<file path="src/rtl/eim_bus_master.sv">
// eim_bus_master: single-outstanding req/rsp to timed async register-bus
// cycles with programmable setup/strobe/hold and optional DTACK wait.
//
// Ports:
//   clk, rst            clock, async active-low reset
//   req_valid/ready     request handshake (ready = idle)
//   req_write/addr/     request direction, address, write data,
//   req_wdata/be        active-high byte enables
//   rsp_valid/rdata/err one-cycle completion, read data, DTACK timeout
//   bus_addr/dout/doe   pad address, write data, data output enable
//   bus_din             pad read data
//   bus_be_n/as         active-low byte enables, address strobe
//   bus_rs_n/ws_n       read/write strobes, active-low
//   bus_dtack_n         responder acknowledge (pre-synchronised)
module eim_bus_master #(
  parameter int ADDR_W      = 24,
  parameter int DATA_W      = 32,
  parameter int SETUP_CYC   = 2,
  parameter int STROBE_CYC  = 4,
  parameter int HOLD_CYC    = 2,
  parameter int DTACK_EN    = 0,
  parameter int TIMEOUT_CYC = 255
) (
  input  logic                clk,
  input  logic                rst,
  input  logic                req_valid,
  output logic                req_ready,
  input  logic                req_write,
  input  logic [ADDR_W-1:0]   req_addr,
  input  logic [DATA_W-1:0]   req_wdata,
  input  logic [DATA_W/8-1:0] req_be,
  output logic                rsp_valid,
  output logic [DATA_W-1:0]   rsp_rdata,
  output logic                rsp_err,
  output logic [ADDR_W-1:0]   bus_addr,
  output logic [DATA_W-1:0]   bus_dout,
  output logic                bus_doe,
  input  logic [DATA_W-1:0]   bus_din,
  output logic [DATA_W/8-1:0] bus_be_n,
  output logic                bus_as,
  output logic                bus_rs_n,
  output logic                bus_ws_n,
  input  logic                bus_dtack_n
);

  localparam int BE_W = DATA_W / 8;
  localparam logic [7:0] SETUP_LAST  = 8'(SETUP_CYC - 1);
  localparam logic [7:0] STROBE_LAST = 8'(STROBE_CYC - 1);
  localparam logic [7:0] HOLD_LAST   = 8'(HOLD_CYC - 1);
  localparam logic [7:0] TMO_LAST    = 8'(TIMEOUT_CYC);

  typedef enum logic [2:0] {
    S_IDLE,
    S_SETUP,
    S_STROBE,
    S_HOLD,
    S_DONE
  } state_t;

  state_t r_state;
  state_t w_nxt;

  logic [7:0]      r_phase;
  logic [7:0]      r_tmo;
  logic            r_write;
  logic [BE_W-1:0] r_be_n;
  logic [DATA_W-1:0] r_cap;
  logic            r_to;

  logic            w_accept;
  logic            w_min_done;
  logic            w_timeout;
  logic            w_wr;
  logic [BE_W-1:0] w_be_src;
  logic            w_as;
  logic            w_rs_n;
  logic            w_ws_n;
  logic            w_doe;
  logic [BE_W-1:0] w_be_n;
  logic            w_valid;
  logic            w_ready;

  assign w_accept   = (r_state == S_IDLE) && req_valid;
  assign w_min_done = (r_phase == STROBE_LAST);

  always_ff @(posedge clk or negedge rst) begin
    if (!rst) r_state <= S_IDLE;
    else      r_state <= w_nxt;
  end

  always_comb begin
    w_nxt     = r_state;
    w_timeout = 1'b0;
    unique case (r_state)
      S_IDLE:
        if (req_valid) w_nxt = S_SETUP;
      S_SETUP:
        if (r_phase == SETUP_LAST) w_nxt = S_STROBE;
      S_STROBE:
        // Minimum strobe first; then optionally wait for DTACK,
        // with r_tmo counting the extra cycles spent waiting.
        if (w_min_done) begin
          if (DTACK_EN == 0 || !bus_dtack_n) begin
            w_nxt = S_HOLD;
          end else if (r_tmo == TMO_LAST) begin
            w_nxt     = S_HOLD;
            w_timeout = 1'b1;
          end
        end
      S_HOLD:
        if (r_phase == HOLD_LAST) w_nxt = S_DONE;
      S_DONE:
        w_nxt = S_IDLE;
      default:
        w_nxt = S_IDLE;
    endcase
  end

  // Outputs are decoded from the next state and registered, so the
  // pads change on the same edge the FSM enters a state. On the
  // accept edge the request fields are not yet latched, so take them
  // straight from the request.
  always_comb begin
    w_wr     = w_accept ? req_write : r_write;
    w_be_src = w_accept ? ~req_be : r_be_n;
    w_as     = 1'b0;
    w_rs_n   = 1'b1;
    w_ws_n   = 1'b1;
    w_doe    = 1'b0;
    w_be_n   = '1;
    w_valid  = 1'b0;
    w_ready  = 1'b0;
    unique case (w_nxt)
      S_IDLE:
        w_ready = 1'b1;
      S_SETUP, S_HOLD: begin
        w_as   = 1'b1;
        w_doe  = w_wr;
        w_be_n = w_be_src;
      end
      S_STROBE: begin
        w_as   = 1'b1;
        w_doe  = w_wr;
        w_be_n = w_be_src;
        w_rs_n = w_wr;
        w_ws_n = ~w_wr;
      end
      S_DONE:
        w_valid = 1'b1;
      default: ;
    endcase
  end

  always_ff @(posedge clk or negedge rst) begin
    if (!rst) begin
      r_phase <= '0;
      r_tmo   <= '0;
      r_cap   <= '0;
      r_to    <= 1'b0;
    end else begin
      if (w_nxt != r_state) begin
        r_phase <= '0;
        r_tmo   <= '0;
      end else if (r_state == S_STROBE && w_min_done) begin
        r_tmo <= r_tmo + 8'd1;
      end else if (r_state != S_IDLE) begin
        r_phase <= r_phase + 8'd1;
      end
      // Capture on the edge that closes the last low-strobe cycle.
      if (r_state == S_STROBE && w_nxt == S_HOLD) begin
        r_cap <= w_timeout ? '0 : bus_din;
        r_to  <= w_timeout;
      end
    end
  end

  always_ff @(posedge clk or negedge rst) begin
    if (!rst) begin
      req_ready <= 1'b1;
      rsp_valid <= 1'b0;
      rsp_rdata <= '0;
      rsp_err   <= 1'b0;
      bus_addr  <= '0;
      bus_dout  <= '0;
      bus_doe   <= 1'b0;
      bus_be_n  <= '1;
      bus_as    <= 1'b0;
      bus_rs_n  <= 1'b1;
      bus_ws_n  <= 1'b1;
      r_write   <= 1'b0;
      r_be_n    <= '1;
    end else begin
      req_ready <= w_ready;
      rsp_valid <= w_valid;
      bus_doe   <= w_doe;
      bus_be_n  <= w_be_n;
      bus_as    <= w_as;
      bus_rs_n  <= w_rs_n;
      bus_ws_n  <= w_ws_n;
      if (w_accept) begin
        bus_addr <= req_addr;
        r_write  <= req_write;
        r_be_n   <= ~req_be;
        if (req_write) bus_dout <= req_wdata;
      end
      if (w_nxt == S_DONE) begin
        rsp_err <= r_to;
        if (!r_write) rsp_rdata <= r_cap;
      end
    end
  end

endmodule

</file>
<file path="config.mk">
export PLATFORM = sky130hd
export DESIGN_NAME = eim_bus_master
export DESIGN_NICKNAME = d
export VERILOG_FILES = /design/src/rtl/eim_bus_master.sv
export SDC_FILE = /design/constraint.sdc
export NUM_CORES = 1
export LEC_CHECK = 0
export CAP_MARGIN = 20
export CORE_MARGIN = 3
export CORE_UTILIZATION = 30
export CTS_CLUSTER_SIZE = 8
export DETAILED_ROUTE_END_ITERATION = 6
export PLACE_DENSITY_LB_ADDON = 0.25
export RECOVER_POWER = 25
export SETUP_SLACK_MARGIN = 0.02
export SLEW_MARGIN = 10
export SYNTH_ARGS = -nofsm -noshare
export SYNTH_HDL_FRONTEND = slang
export SYNTH_SLANG_ARGS = --single-unit
export TNS_END_PERCENT = 20
</file>
<file path="constraint.sdc">
create_clock -name clk -period 5.26 [get_ports clk]
set_input_delay 1.578 -clock clk [delete_from_list [all_inputs] [get_ports clk]]
set_output_delay 1.578 -clock clk [all_outputs]
set_load 0.01 [all_outputs]
</file>
==> summary.txt, run 1 <==
Run status
  • Status: finished, violations left
  • Failing checks: max-capacitance violations, max-slew violations

Global routing
  • Overflow after GRT: 0
  • Initial antenna violation count: 0
  • First-pass GRT wire length: 22300 um
  • Largest net degree at the start of global routing: 78
  • Number of global-route vias before repair: 4222
  • Total GRT Usage: 13.1%

STA
  • Max Freq: 0.287 GHz
  • Setup WS post-layout: 1.77 ns
  • Setup TNS: 0 ns
  • Worst-Margin Slew: 1.90 ns
  • Hold Slack: 0.473 ns
  • Final setup fails: 0
  • Min Tclk post-route: 3.49 ns
  • Final Hold Fails: 0
  • Period utilization: 66.3%
  • Clk_skew: 0.0128 ns
  • RSZ-0062 raised after global routing: no
  • Max Slew Vio Count: 78
  • Slew Limit Headroom: -27.0%

Pwr
  • Static Leak: 0.00379 uW
  • PD cells: 600 nW/um^2
  • Maximum VDD drop: 266 uV

Finish
  • Area growth from synthesis to layout: 47.2%
  • Commonest non-fill, non-tap cell in the layout: clkdlybuf4s50_1
  • Antenna diodes: 0
  • Post-layout net count: 714
  • Most frequent cells in the layout: clkdlybuf4s50_1, dfrtp_1, nand2_1
  • Share of layout cells above drive strength 1: 24.5%

Floorplanning
  • CORE AREA: 18900 um^2
  • FP Rows: 50
  • Die Y: 145 um
  • Die area: 21100 um^2
  • Initial Util: 30.9%
  • Ports: 196
  • Horiz. Die Dim: 145 um

Synthesis
  • EDFF count, synth: 0
  • Yosys reg bits: 146
  • Most area-hungry cell type in the Yosys netlist: dfrtp_1
  • Top cells by area, synth: dfrtp_1, mux2_2, mux2_4
  • Post-Synthesis Net Count: 518
  • Ys flop type: dfrtp_1
  • Synthesis Warnings: 0
  • Post-Synthesis Cells: 419
  • Netlist cell types: 45
  • Post-Syn Area: 5830 um^2
  • Sequential area share after synthesis: 62.9%
  • Post-synth top area share: 58.0%
  • Avg Cell Area, Syn: 13.9 um^2
  • Async SR Flop Fraction: 100%

Hold path
  • Hold Path Stages: 2
  • Hold_sp: bus_addr[9]
  • Hold EP: bus_addr[9]
  • Worst hold path class: reg -> reg

Flow run
  • Maxcap violations: 1

Setup path
  • Flop-to-flop setup slack: 2.51 ns
  • Crit Path Category: in -> reg
  • CP Max Fanout: 36
  • Slowest cell on the critical path: or4b_2
  • Worst Setup End Kind: flip-flop
  • Crit path cell chain: dlygate4sd3_1, or4b_2, nand2_1, nand2_1, or3_1
  • R2R Path End: rsp_rdata[5]
  • Critical Path Start Type: input pin
  • Crit path largest cell delay: 0.97 ns
  • Cell mode on critical path: nand2_1
  • WP data arrival: 3.82 ns
  • Worst reg-to-reg path cell count: 5
  • Critical path required time: 5.59 ns
  • Worst r2r src: r_phase[4]

Clocking
  • H-Tree Depth: 4
  • Clock-pin slew on the worst setup and hold paths: 0.07 ns
  • Post-CTS setup repair buffer count: 0
  • Clk root buf: clkbuf_16
  • CTS buffer count: 17
  • Skew-Pair Late Insertion Delay: 0.42 ns
  • Buffer depth of the longest clock path: 2
  • Cts hold-fix bufs: 0
  • Clock Sinks: 146
  • CTS tree: built
  • Post-cts resize count: 0

Placed design
  • Port Buffers: 193
  • Detailed placement HPWL: 9570 um
  • Gp weighted congestion: 0.793
  • Pre-CTS setup slack: 1.29 ns

Drt
  • Via/cell ratio: 4.37
  • DRT Wirelength: 13500 um
  • TritonRoute pass-1 iters: 4
  • DR iter-0 viols: 112
  • Post-DR wirelength/cell: 15.3 um
  • DRC violations left: 0
  • Via Count: 3883
  • Post-DRT Antenna Nets: 0
area by class of cell:
type,instances,area [um^2]
Sequential cell,146,3670
Fill cell,1719,10300
Tap cell,260,325
Timing Repair Buffer,198,1980
Inverter,3,11.3
Multi-Input combinational cell,249,1990
Clock inverter,15,183
Clock buffer,17,425
report_power, final:
part           leakage, uW  total [uW]  internal, uW  switching [uW]
sequential         0.00176        1990          1680             309
clock             0.000286        1240           750             490
combinational      0.00174        1920          1180             735
worst max-delay path: cells and delay by family:
kind	cells	cell delay [ns]
buffers and inverters	1	0.58
and+or+nand+nor	4	1.65
how the worst max path moves through the flow:
| stage | startpoint | to | slack, ns | depth (start not counted) |
|---|---|---|---|---|
| 6_report | req_valid | bus_rs_n | 1.77 | 5 |
| 5_1_grt | req_valid | bus_rs_n | 1.65 | 5 |
| 3_3_place_gp | req_valid | bus_rs_n | 1.38 | 5 |
| 3_5_place_dp | req_valid | bus_rs_n | 1.29 | 5 |
| 4_1_cts | req_valid | bus_rs_n | 1.73 | 5 |
| 2_1_floorplan | req_valid | bus_dout[10] | 2.48 | 4 |
routing by layer:
layer	track usage, %	vias to the layer above	wire [um]
met5	0	-	0
met4	4.42	0	164
met3	6.07	11	1310
met2	20.5	151	6210
met1	16.2	1897	5860
li1	-	1824	-
Yosys cell counts (all sizes together), types with 2 or more instances:
master  number
or3          2
a21oi        6
nand4        2
o21ai        7
nand3        3
dfrtp      135
inv          3
mux2        96
buf         11
nand2b       3
nand2       85
dfstp       11
xnor2        4
nor2        12
a21o         2
o211ai       3
clkbuf      10
ha           2
or2          2
state kept, by name, indices dropped and copies added, names as in the netlist, 3 cells and up:
register and cells:
bus_addr 24, bus_be_n 4, bus_dout 32, r_be_n 4
r_cap 32, r_phase 8, r_state 3, rsp_rdata 32
cell families after synthesis:
group,Yosys count,synth area share [%]
muxes,96,20.5
adders and majority gates,2,0.429
other,1,0.0643
buffers and inverters,24,2.70
DFF,146,62.9
and+or+nand+nor,117,9.25
AOI/OAI and AO/OA,28,3.41
xor gates and xnor gates,5,0.751
stage by stage:
stage / utilization [%] / cells / area [um^2] / power [uW]
CTS: 45.4 / 887 / 8590 / 5230
global placement: 42.2 / 855 / 7980 / 3890
finish: 45.4 / 888 / 8580 / 5150
floorplan: - / 419 / 5830 / 2930
global route: 45.4 / 888 / 8580 / 5470
detailed placement: 42.2 / 855 / 7980 / 3960
Note: power is estimated with default switching activity, not from simulation.
==> inputs of run 2 (changes only) <==
==> constraint.sdc (replaced) <==
create_clock -name clk -period 3.5 [get_ports clk]
set_input_delay 1.05 -clock clk [delete_from_list [all_inputs] [get_ports clk]]
set_output_delay 1.05 -clock clk [all_outputs]
set_load 0.01 [all_outputs]
==> summary.txt, run 2 (synthesized netlist as in run 1, its figures left out) <==
Run status
  • Status: finished, violations left
  • Failing checks: max-capacitance violations, max-slew violations

Drt
  • Via/cell ratio: 4.37 (about the same)
  • Post-DRT Antenna Nets: 0 (unchanged)
  • TritonRoute pass-1 iters: 4 (unchanged)
  • Via Count: 3896 (+0.33%)
  • DR iter-0 viols: 110 (-1.8%)
  • Post-DR wirelength/cell: 15.3 um (+0.24%)
  • DRC violations left: 0 (unchanged)
  • DRT Wirelength: 13600 um (+0.58%)

Floorplanning
  • Initial Util: 30.9% (unchanged)
  • CORE AREA: 18900 um^2 (unchanged)
  • Ports: 196 (unchanged)
  • Horiz. Die Dim: 145 um (unchanged)
  • FP Rows: 50 (unchanged)
  • Die Y: 145 um (unchanged)
  • Die area: 21100 um^2 (unchanged)

STA
  • Slew Limit Headroom: -35.6% (-8.6 points)
  • Clk_skew: 0.0130 ns (+0.000178 ns)
  • Max Slew Vio Count: 79 (+1.3%)
  • RSZ-0062 raised after global routing: no
  • Max Freq: 0.362 GHz
  • Hold Slack: 0.471 ns (-0.00243 ns)
  • Worst-Margin Slew: 2.03 ns (+0.129 ns)
  • Final setup fails: 0 (unchanged)
  • Setup TNS: 0 ns (unchanged)
  • Final Hold Fails: 0 (unchanged)
  • Period utilization: 78.9%
  • Min Tclk post-route: 2.76 ns

Setup path
  • Crit path cell chain: nor4_1, nand4_2, or3_2, buf_12, mux2_4
  • Crit Path Category: reg -> reg
  • Delay-heaviest family, CP: simple AND/OR/NAND/NOR gates
  • Critical Path Start Type: flip-flop
  • Worst path bufs/invs: 1 (unchanged)
  • Critical path required time: 3.80 ns (-1.79 ns)
  • CP Max Fanout: 22 (-39%)
  • Slowest cell on the critical path: or3_2
  • Crit path largest cell delay: 0.73 ns (-0.24 ns)
  • Worst Setup End Kind: flip-flop
  • WP data arrival: 3.06 ns (-0.76 ns)

Finish
  • Top Registers: bus_dout: 32 flops, r_cap: 32 flops, rsp_rdata: 32 flops
  • Post-layout net count: 717 (+0.42%)
  • Share of layout cells above drive strength 1: 24.7% (+0.20 points)
  • Antenna diodes: 0 (unchanged)
  • Commonest non-fill, non-tap cell in the layout: clkdlybuf4s50_1
  • Fin util: 45.8% (+0.36 points)
  • Area growth from synthesis to layout: 48.4%
  • Most frequent cells in the layout: clkdlybuf4s50_1, dfrtp_1, nand2_1

Clocking
  • Post-CTS setup repair buffer count: 0 (unchanged)
  • Skew-Pair Late Insertion Delay: 0.42 ns (about the same)
  • CTS buffer count: 17 (unchanged)
  • CTS tree: built
  • Post-cts resize count: 0 (unchanged)
  • Cts hold-fix bufs: 0 (unchanged)
  • H-Tree Depth: 4 (unchanged)
  • Clk root buf: clkbuf_16
  • Clock Sinks: 146 (unchanged)
  • Clock-pin slew on the worst setup and hold paths: 0.06 ns (about the same)
  • Buffer depth of the longest clock path: 2 (unchanged)

Global routing
  • Initial antenna violation count: 0 (unchanged)
  • Number of global-route vias before repair: 4396 (+4.1%)
  • GR Util met2: 21.1% (+0.63 points)
  • Overflow after GRT: 0 (unchanged)
  • Met3 Use GR: 6.35% (+0.28 points)
  • GRT busiest layer: met2
  • Largest net degree at the start of global routing: 80 (+2.6%)
  • First-pass GRT wire length: 23200 um (+4.1%)
  • M1 GR Usage: 16.8% (+0.63 points)
  • Total GRT Usage: 13.6% (+0.45 points)

Placed design
  • Gp weighted congestion: 0.789 (-0.53%)
  • Detailed placement HPWL: 9560 um (-0.17%)
  • Port Buffers: 193 (unchanged)

Pwr
  • Total Power: 7870 uW (+53%)
  • Static Leak: 0.00382 uW (+0.99%)
  • Maximum VDD drop: 382 uV (+43%)
  • PD cells: 909 nW/um^2 (+52%)

Hold path
  • Worst hold path class: reg -> reg

Flow run
  • Maxcap violations: 1 (unchanged)
-- run 2: cell count changes in the layout (fill, tap and decap cells not counted), moves of 2 or more --
cell | previous run | this run
clkinv_2 | 2 | 0
inv_6 | 3 | 5
inv_8 | 0 | 2
clkinvlp_4 | 4 | 2
-- run 2: layout make-up --
class                   count  area [um^2]
fillers                  1755        10200
flip-flops and latches    146         3670
repair buffers            201         2010
multi-input cells         249         1990
clock buffers              17          425
well taps                 260          325
clock inverters            15          219
inverters                   3         11.3
-- run 2: final timing paths --
kind	startpoint	slack, ns	cells after the start	endpoint
max	r_phase[4]	0.74	5	rsp_rdata[25]
min	bus_addr[18]	0.47	2	bus_addr[18]
max reg2reg	r_phase[4]	0.74	5	rsp_rdata[25]
min reg2reg	bus_addr[18]	0.47	2	bus_addr[18]
max in group asynchronous	rst	0.98	2	r_cap[31]
min in group asynchronous	rst	1.22	1	rsp_rdata[12]
-- run 2: per-layer routing --
| layer | vias up | wire length [um] |
|---|---|---|
| met1 | 1897 | 5870 |
| li1 | 1829 | - |
| met5 | - | 0 |
| met3 | 12 | 1350 |
| met4 | 0 | 162 |
| met2 | 158 | 6250 |
-- run 2: power by group --
| group | switching, uW | internal (uW) |
|---|---|---|
| clock | 760 | 1220 |
| combinational | 1120 | 1780 |
| sequential | 460 | 2530 |
-- run 2: through the flow --
step	worst slack [ns]	area, um^2	std cells
finish	0.737	8650	891
detailed placement	0.628	8010	858
floorplan	1.25	5830	419
CTS	0.886	8660	890
global route	0.530	8650	891
global placement	0.667	8010	858
-- run 2: worst register-to-register path, stage by stage, from the launching register on --
cell and delay (ns):
dfrtp_1 0.43, nor4_1 0.67, nand4_2 0.23, or3_2 0.73, buf_12 0.27, mux2_4 0.32
==> inputs of run 3 (changes only) <==
==> constraint.sdc (replaced) <==
create_clock -name clk -period 2.58 [get_ports clk]
set_input_delay 0.774 -clock clk [delete_from_list [all_inputs] [get_ports clk]]
set_output_delay 0.774 -clock clk [all_outputs]
set_load 0.01 [all_outputs]
==> summary.txt, run 3 (synthesized netlist as in run 1, its figures left out) <==
STA
  • Final setup fails: 0 (unchanged)
  • Max Freq: 0.441 GHz
  • Worst-Margin Slew: 1.28 ns (-0.752 ns)
  • Clk_skew: 0.00699 ns (-0.00599 ns)
  • Final Hold Fails: 0 (unchanged)
  • Setup WS post-layout: 0.314 ns (-0.424 ns)
  • Slew Limit Headroom: 14.6% (+50 points)
  • Max Slew Vio Count: 0 (-100%)
  • Setup TNS: 0 ns (unchanged)
  • Min Tclk post-route: 2.27 ns
  • Period utilization: 87.8%
  • RSZ-0062 raised after global routing: no

Setup path
  • Critical path required time: 1.81 ns (-1.99 ns)
  • Delay-heaviest family, CP: buffers and inverters
  • Crit path cell chain: clkdlybuf4s50_1
  • Crit Path Category: reg -> out
  • Slowest cell on the critical path: clkdlybuf4s50_1
  • CP Max Fanout: 1 (-95%)
  • WP data arrival: 1.49 ns (-1.57 ns)
  • CP Launch Point: req_ready
  • Worst Setup End Kind: output port
  • Critical Path Start Type: flip-flop
  • Crit path largest cell delay: 0.57 ns (-0.16 ns)
  • Worst path bufs/invs: 1 (unchanged)
  • Worst r2r src: r_phase[4]

Clocking
  • Buffer depth of the longest clock path: 2 (unchanged)
  • Post-cts resize count: 0 (unchanged)
  • Clock Sinks: 146 (unchanged)
  • CTS tree: built
  • Clock-pin slew on the worst setup and hold paths: 0.06 ns (about the same)
  • Cts hold-fix bufs: 0 (unchanged)
  • Clk root buf: clkbuf_16
  • CTS buffer count: 17 (unchanged)
  • Post-CTS setup repair buffer count: 0 (unchanged)
  • Skew-Pair Late Insertion Delay: 0.41 ns (about the same)
  • H-Tree Depth: 4 (unchanged)

Pwr
  • PD cells: 1210 nW/um^2 (+33%)
  • Total Power: 10500 uW (+33%)
  • Maximum VDD drop: 541 uV (+42%)
  • Static Leak: 0.00383 uW (about the same)

Placed design
  • Gp weighted congestion: 0.763 (-3.2%)
  • Port Buffers: 193 (unchanged)
  • Placed cell count: 861 (+0.35%)
  • Pre-CTS setup slack: 0.00767 ns (-0.620 ns)
  • Detailed placement HPWL: 9850 um (+3.0%)
  • Placed Area: 8070 um^2 (+0.75%)

Drt
  • TritonRoute pass-1 iters: 4 (unchanged)
  • Post-DR wirelength/cell: 15.7 um (+2.4%)
  • Via Count: 3977 (+2.1%)
  • DRT Wirelength: 13900 um (+2.4%)
  • DR iter-0 viols: 142 (+29%)
  • DRC violations left: 0 (unchanged)
  • Via/cell ratio: 4.46 (+2.1%)
  • Post-DRT Antenna Nets: 0 (unchanged)

Hold path
  • Worst hold path class: reg -> reg
  • Hold_sp: bus_addr[19]

Flow run
  • Maxcap violations: 0 (-1)

Finish
  • Top Registers: bus_dout: 32 flops, r_cap: 32 flops, rsp_rdata: 32 flops
  • Non-Filler Instances: 891 (unchanged)
  • Commonest non-fill, non-tap cell in the layout: clkdlybuf4s50_1
  • Post-layout net count: 719 (+0.28%)
  • Fill cells: 1711 (-2.5%)
  • Antenna diodes: 0 (unchanged)
  • Cell area after layout: 8630 um^2 (-0.27%)
  • Most frequent cells in the layout: clkdlybuf4s50_1, dfrtp_1, nand2_1
  • Area growth from synthesis to layout: 48.0%
  • Share of layout cells above drive strength 1: 25.2% (+0.48 points)

Global routing
  • Largest net degree at the start of global routing: 52 (-35%)
  • Overflow after GRT: 0 (unchanged)
  • First-pass GRT wire length: 22900 um (-1.5%)
  • Initial antenna violation count: 0 (unchanged)
  • Number of global-route vias before repair: 4386 (-0.23%)
  • Total GRT Usage: 13.5% (-0.039 points)

Floorplanning
  • CORE AREA: 18900 um^2 (unchanged)
  • Die Y: 145 um (unchanged)
  • Die area: 21100 um^2 (unchanged)
  • FP Rows: 50 (unchanged)
  • Ports: 196 (unchanged)
  • Horiz. Die Dim: 145 um (unchanged)
  • Initial Util: 30.9% (unchanged)

Run status
  • Status: finished clean
run 3: path summary, 6_finish.rpt:
check | endpoint | slack [ns] | cells after the start
min reg2reg | bus_addr[19] | 0.48 | 2
min | bus_addr[19] | 0.48 | 2
max | req_ready | 0.31 | 1
max reg2reg | rsp_rdata[11] | 0.34 | 5
max in group asynchronous | r_phase[5] | 0.52 | 2
min in group asynchronous | rsp_rdata[5] | 0.64 | 1
run 3: routing by layer:
layer | track usage (%) | vias up | wire (um)
met5 | 0 | - | 0
met4 | 3.75 | 0 | 153
met3 | 7.23 | 11 | 1410
met2 | 21.5 | 176 | 6490
met1 | 16.0 | 1958 | 5900
li1 | - | 1832 | -
run 3: through the flow:
step	utilization, %	hold WS [ns]
detailed placement	42.7	0.466
finish	45.7	0.476
global route	45.7	0.504
CTS	45.8	0.305
floorplan	-	0.469
global placement	42.7	0.459
run 3: power by group:
part           internal [uW]  leakage (uW)  total (uW)  switching [uW]
Clock                   1480      0.000284        2410             931
Sequential              3430       0.00176        4040             601
Combinational           2450       0.00178        4010            1560
run 3: final cells by class:
cell class                      count  area [um^2]  area share (%)
Sequential cell                   146         3670            42.5
Timing Repair Buffer              203         2040            23.6
Multi-Input combinational cell    249         2010            23.3
Clock buffer                       20          467            5.41
Tap cell                          260          325            3.77
Clock inverter                     10          109            1.26
Inverter                            3         11.3           0.131
